<file path="config.mk">
export PLATFORM = sky130hd
export DESIGN_NAME = lagd_spi_host
export DESIGN_NICKNAME = d
export VERILOG_FILES = /design/src/rtl/lagd_spi_host_pkg.sv /design/src/rtl/lagd_spi_clkgen.sv /design/src/rtl/lagd_spi_host.sv
export SDC_FILE = /design/constraint.sdc
export NUM_CORES = 1
export LEC_CHECK = 0
export ABC_AREA = 1
export BUFFER_PORTS_ARGS = -buffer_cell sky130_fd_sc_hd__buf_2
export CAP_MARGIN = 10
export CORE_UTILIZATION = 35
export CTS_CLUSTER_SIZE = 40
export DETAILED_ROUTE_END_ITERATION = 16
export SKIP_CTS_REPAIR_TIMING = 1
export SLEW_MARGIN = 10
export SYNTH_ARGS = -nofsm -noshare
export SYNTH_HDL_FRONTEND = slang
export SYNTH_HIERARCHICAL = 1
export SYNTH_SLANG_ARGS = --single-unit
</file>
<file path="constraint.sdc">
create_clock -name clk_i -period 3 [get_ports clk_i]
set_input_delay 0.6 -clock clk_i [delete_from_list [all_inputs] [get_ports clk_i]]
set_output_delay 0.6 -clock clk_i [all_outputs]
set_load 0.1 [all_outputs]
</file>
<file path="src/rtl/lagd_spi_host_pkg.sv">
// Shared constants, FSM state type and frame builder for the SPI host.
package lagd_spi_host_pkg;

  localparam logic [7:0] SpiCmdWrite = 8'h02;
  localparam logic [7:0] SpiCmdRead  = 8'h0B;

  localparam int unsigned FrameBits = 72;  // cmd + addr + wdata
  localparam int unsigned HdrBits   = 40;  // cmd + addr
  localparam int unsigned DataBits  = 32;

  typedef enum logic [2:0] {
    IDLE, CS_SETUP, SHIFT, DUMMY, RX, CS_HOLD, RESP
  } state_e;

  typedef struct packed {
    logic        we;
    logic [31:0] addr;
    logic [31:0] wdata;
  } spi_req_t;

  // Reads leave the low 32 bits zero so SDO idles low through dummy and RX.
  function automatic logic [FrameBits-1:0] build_frame(spi_req_t r);
    return r.we ? {SpiCmdWrite, r.addr, r.wdata} : {SpiCmdRead, r.addr, 32'h0};
  endfunction

endpackage

</file>
<file path="src/rtl/lagd_spi_clkgen.sv">
// SCK generator: half-period tick every ClkDiv cycles while enabled.
module lagd_spi_clkgen #(
  parameter int unsigned ClkDiv = 4
) (
  input  logic clk_i,
  input  logic rst_i,
  input  logic en_i,
  input  logic run_i,
  output logic sck_o,
  output logic tick_o,
  output logic rise_o,
  output logic fall_o
);

  localparam int unsigned CntW = (ClkDiv > 1) ? $clog2(ClkDiv) : 1;
  localparam logic [CntW-1:0] CntMax = CntW'(ClkDiv - 1);

  logic [CntW-1:0] cnt_q;

  assign tick_o = en_i && (cnt_q == CntMax);
  assign rise_o = tick_o && run_i && !sck_o;
  assign fall_o = tick_o && sck_o;

  // With run_i low the counter keeps timing low phases but SCK never rises.
  always_ff @(posedge clk_i) begin
    if (rst_i || !en_i) begin
      cnt_q <= '0;
      sck_o <= 1'b0;
    end else if (tick_o) begin
      cnt_q <= '0;
      sck_o <= run_i && !sck_o;
    end else begin
      cnt_q <= cnt_q + 1'b1;
    end
  end

endmodule

</file>
<file path="src/rtl/lagd_spi_host.sv">
// SPI mode-0 host issuing 32-bit write/read frames from a valid/ready request port.
module lagd_spi_host
  import lagd_spi_host_pkg::*;
#(
  parameter int unsigned ClkDiv      = 4,
  parameter int unsigned DummyCycles = 32
) (
  input  logic        clk_i,
  input  logic        rst_i,
  input  logic        req_valid_i,
  output logic        req_ready_o,
  input  logic        req_we_i,
  input  logic [31:0] req_addr_i,
  input  logic [31:0] req_wdata_i,
  output logic        rsp_valid_o,
  input  logic        rsp_ready_i,
  output logic [31:0] rsp_rdata_o,
  output logic        busy_o,
  output logic        spi_sck_o,
  output logic        spi_csn_o,
  output logic        spi_sdo_o,
  input  logic        spi_sdi_i
);

  localparam logic [7:0] LastFrame = 8'(FrameBits - 1);
  localparam logic [7:0] LastHdr   = 8'(HdrBits - 1);
  localparam logic [7:0] LastData  = 8'(DataBits - 1);
  localparam logic [7:0] LastDummy = 8'((DummyCycles > 0) ? DummyCycles - 1 : 0);

  state_e         state_q, state_d;
  logic [71:0]    tx_q;
  logic [31:0]    rx_q;
  logic [7:0]     bit_cnt_q, dummy_cnt_q;
  logic           we_q, csn_q, rsp_valid_q;
  logic           en, run, tick, rise, fall;
  logic           req_fire, rsp_fire;
  spi_req_t       req;

  assign req         = '{we: req_we_i, addr: req_addr_i, wdata: req_wdata_i};
  assign req_ready_o = (state_q == IDLE) && !rst_i;
  assign req_fire    = req_valid_i && req_ready_o;
  assign rsp_fire    = rsp_valid_q && rsp_ready_i;
  assign rsp_valid_o = rsp_valid_q;
  assign rsp_rdata_o = rx_q;
  assign busy_o      = (state_q != IDLE);
  assign spi_csn_o   = csn_q;
  assign spi_sdo_o   = tx_q[71];

  lagd_spi_clkgen #(.ClkDiv(ClkDiv)) u_clkgen (
    .clk_i  (clk_i),
    .rst_i  (rst_i),
    .en_i   (en),
    .run_i  (run),
    .sck_o  (spi_sck_o),
    .tick_o (tick),
    .rise_o (rise),
    .fall_o (fall)
  );

  always_comb begin
    state_d = state_q;
    en      = 1'b0;
    run     = 1'b0;
    case (state_q)
      IDLE:     if (req_valid_i) state_d = CS_SETUP;
      CS_SETUP: begin
        en = 1'b1; run = 1'b1;
        if (rise) state_d = SHIFT;
      end
      SHIFT: begin
        en = 1'b1; run = 1'b1;
        if (fall && bit_cnt_q == (we_q ? LastFrame : LastHdr))
          state_d = we_q ? CS_HOLD : ((DummyCycles == 0) ? RX : DUMMY);
      end
      DUMMY: begin
        en = 1'b1; run = 1'b1;
        if (fall && dummy_cnt_q == LastDummy) state_d = RX;
      end
      RX: begin
        en = 1'b1; run = 1'b1;
        if (fall && bit_cnt_q == LastData) state_d = CS_HOLD;
      end
      // Two low half-periods: the tail of the last SCK cycle, then the hold.
      CS_HOLD: begin
        en = 1'b1;
        if (tick && bit_cnt_q[0]) state_d = RESP;
      end
      // The clkgen tick doubles as the minimum CSN-high gap timer.
      RESP: begin
        en = 1'b1;
        if ((tick || bit_cnt_q[0]) && (rsp_fire || !rsp_valid_q)) state_d = IDLE;
      end
      default: state_d = IDLE;
    endcase
  end

  always_ff @(posedge clk_i) begin
    if (rst_i) begin
      state_q     <= IDLE;
      tx_q        <= '0;
      rx_q        <= '0;
      bit_cnt_q   <= '0;
      dummy_cnt_q <= '0;
      we_q        <= 1'b0;
      csn_q       <= 1'b1;
      rsp_valid_q <= 1'b0;
    end else begin
      state_q <= state_d;
      csn_q   <= !(state_d inside {CS_SETUP, SHIFT, DUMMY, RX, CS_HOLD});

      if (state_q == CS_HOLD && state_d == RESP) rsp_valid_q <= 1'b1;
      else if (rsp_fire)                         rsp_valid_q <= 1'b0;

      if (state_d != state_q) bit_cnt_q <= '0;
      else begin
        case (state_q)
          SHIFT, RX:     if (fall) bit_cnt_q <= bit_cnt_q + 8'd1;
          CS_HOLD, RESP: if (tick) bit_cnt_q <= 8'd1;
          default: ;
        endcase
      end

      if (req_fire) begin
        tx_q        <= build_frame(req);
        rx_q        <= '0;
        we_q        <= req_we_i;
        dummy_cnt_q <= '0;
      end else begin
        if (fall && (state_q inside {SHIFT, DUMMY, RX})) tx_q <= {tx_q[70:0], 1'b0};
        if (rise && state_q == RX) rx_q <= {rx_q[30:0], spi_sdi_i};
        if (fall && state_q == DUMMY) dummy_cnt_q <= dummy_cnt_q + 8'd1;
      end
    end
  end

endmodule

</file>
==> results.tsv <==
stage	metric	value	unit
status	outcome	complete, no violations	
placement	portBuffers	107	
critical_path	worstSetupStartpointType	flip-flop	
timing	fin_crit	2.54	ns
power	cellLeakagePower	2.77	nW
global_route	grt_pass1_wl	22100	µm
critical_path	path_cells	ha_1, nand3_1, nand2_2, nor2_2, nand4_2, nor2_1, nand4_1, o21ai_0, a21oi_1	
timing	post-route-period-util	84.5	%
synthesis	synth_cells	749	
synthesis	synth_most_common_cell	nand2_1	
global_route	grt_max_degree	70	
drt	dr.first_iter.drc_count	326	
timing	final-hold-violation-count	0	
job	drv_cap	0	
synthesis	avgSynthCellArea	7.64	µm²
drt	dr_wl_met2	5730	µm
global_route	grt_pass1_vias	4736	
floorplanning	core_area	0.0159	mm²
floorplanning	fp.dieW	130	µm
synthesis	synth_fp_nets	823	
synthesis	syn_area	0.00572	mm²
placement	dp_cells	1031	
floorplanning	die_y	130	µm
drt	num_vias	5253	
floorplanning	die_area	0.0169	mm²
clocking	cts_tree	built	
drt	drc	0	
critical_path	reg2reg_depth	9	
clocking	clockRootBuffer	clkbuf_16	
timing	relSlewSlack	56.5	%
layout	drive_above_1_share	20.0	%
drt	antenna_left	0	
clocking	worstSkewPairLatency	0.41	ns
critical_path	slowest_delay	0.58	ns
placement	gp_congestion	0.842	
drt	via_per_inst	4.94	
synthesis	ys_types	34	
power	power.density	591	mW/mm²
synthesis	synth_edf_count	0	
critical_path	critPathArrivalTime	2.82	ns
timing	finClkSkew	0.00583	ns
timing	setup_viol_count_final	0	
critical_path	crit_type	flip-flop to flip-flop	
global_route	overflow	0	
timing	setup_tns	0	ns
placement	dp_hpwl	8510	µm
timing	worst_pin_slew	0.653	ns
synthesis	yosys_most_used_dff	dfxtp_1	
worst_hold_path	worstHoldPathType	flip-flop to flip-flop	
global_route	grt_antenna_before_repair	1	
timing	final_max_slew_viol_count	0	
critical_path	cp_slowest_cell	dfxtp_1	
clocking	cts_sinks	129	
timing	fmax	394	MHz
synthesis	synth_top_area_share	45.1	%
critical_path	endpoint_kind	flip-flop	
timing	hold_slack	0.423	ns
synthesis	yosys.area.top_type	dfxtp_1	
timing	rsz0062_at_grt	false	
critical_path	reg2reg_slack	0.46	ns
layout	syn2layout_area_growth	20.3	%
drt	wl	13200	µm
drt	wl_met3	806	µm
drt	wl_per_cell	12.5	µm
synthesis	seq_area_frac_synth	45.1	%
floorplanning	start_util	35.9	%
synthesis	synth_warnings	6	
floorplanning	num_rows	46	
worst_hold_path	hold_depth	1	
layout	nNetsFinal	908	
synthesis	ys_top_cells_by_count	164 x nand2_1, 129 x dfxtp_1, 74 x a21oi_1, 61 x nand3_1, 42 x o21ai_0	
timing	setup_ws	0.465	ns
synthesis	netlist_top_cells_area	dfxtp_1 45%, nand2_1 11%, a21oi_1 6.5%	
drt	wl_met1	6520	µm
drt	highest_layer	met4	
clocking	clk_pin_slew	0.05	ns
clocking	clock_path_buffers	2	
floorplanning	ios	108	
synthesis	ys_async_sr_fraction	0	%
layout	n_antenna_cell	0	
synthesis	synth_seq_cells	129	
critical_path	cp.required	3.29	ns
layout	stdcell_count	1063	
clocking	htree_levels	4	
global_route	grt_usage	16.4	%
placement	post-place-ws	0.317	ns
drt	drt_first_pass_iters	4	
power	vdd_drop_max	0.393	mV
clocking	numCtsBuffers	17	
critical_path	crit_path_max_fanout	8	
path summary, 6_finish.rpt:
path,start,endpoint
worst max-delay path,state_q[1]$_SDFF_PP0_,dummy_cnt_q[7]$_SDFFE_PP0P_
worst min-delay path,u_clkgen/cnt_q[0]$_SDFF_PP0_,u_clkgen/cnt_q[0]$_SDFF_PP0_
worst max register to register,state_q[1]$_SDFF_PP0_,dummy_cnt_q[7]$_SDFFE_PP0P_
worst min register to register,u_clkgen/cnt_q[0]$_SDFF_PP0_,u_clkgen/cnt_q[0]$_SDFF_PP0_
kinds of logic (layout without fill, tap and decap cells):
family,Yosys count,in the layout,share of synthesized area [%]
compound gates,226,226,22.4
xor+xnor,2,2,0.306
buf+inv,97,195,8.62
flops,129,129,45.1
fa+ha+maj,4,4,0.875
simple gates,291,291,22.7
layout make-up:
class | count | area [µm²]
multi-input combinational | 523 | 2660
clock inverter | 9 | 82.6
timing repair buffer | 118 | 656
inverter | 45 | 169
tap | 216 | 270
clock buffer | 23 | 468
sequential | 129 | 2580
fill | 1641 | 9060
registers in the layout, indices dropped and copies added (netlist names):
| signal | count |
|---|---|
| tx_q | 72 |
| rsp_rdata_o | 32 |
| bit_cnt_q | 8 |
| dummy_cnt_q | 8 |
| state_q | 3 |
| u_clkgen/cnt_q | 2 |
| rsp_valid_o | 1 |
| spi_csn_o | 1 |
| u_clkgen/sck_o | 1 |
| we_q | 1 |
power by group:
group          switching, W  internal [W]  total [W]
sequential        0.0000329       0.00178    0.00181
clock              0.000744       0.00118    0.00192
combinational      0.000205      0.000125   0.000329
total              0.000981       0.00309    0.00407
metrics by stage:
stage	instance area (µm²)	util (%)	total power, W
5_1_grt	6880	43.2	0.00425
3_3_place_gp	6330	39.7	0.00218
4_1_cts	6880	43.2	0.00412
6_report	6880	43.2	0.00407
3_5_place_dp	6330	39.7	0.00218
2_1_floorplan	5720	-	0.00209
cells in the final DEF, fill, tap and decap left out, drive strengths merged:
cell      instances
inv              45
a22oi            30
o21ai            81
dfxtp           129
a31oi            33
ha                4
bufinv            1
o31ai             1
nand2           167
xor2              2
clkinvlp          2
o21a              6
a21oi            74
clkinv            6
nand3b            1
nor3b             1
a31o              1
clkbuf           23
nor3              9
nand3            65
nor2             40
buf             118
or2               1
nand4             7
layer usage:
layer	global-route usage [%]	up-vias
met1	20.5	2381
met4	6.84	0
met5	0	-
met2	25.9	109
met3	5.29	15
li1	-	2748
critical path, delay by kind of cell, from the launching register on:
kind	cells	cell delay (ns)
AO/OA/AOI/OAI	2	0.27
adder cells (fa/ha/maj)	1	0.31
flip-flops	1	0.58
AND/OR/NAND/NOR	6	1.26
Note: power is estimated with default switching activity, not from simulation.
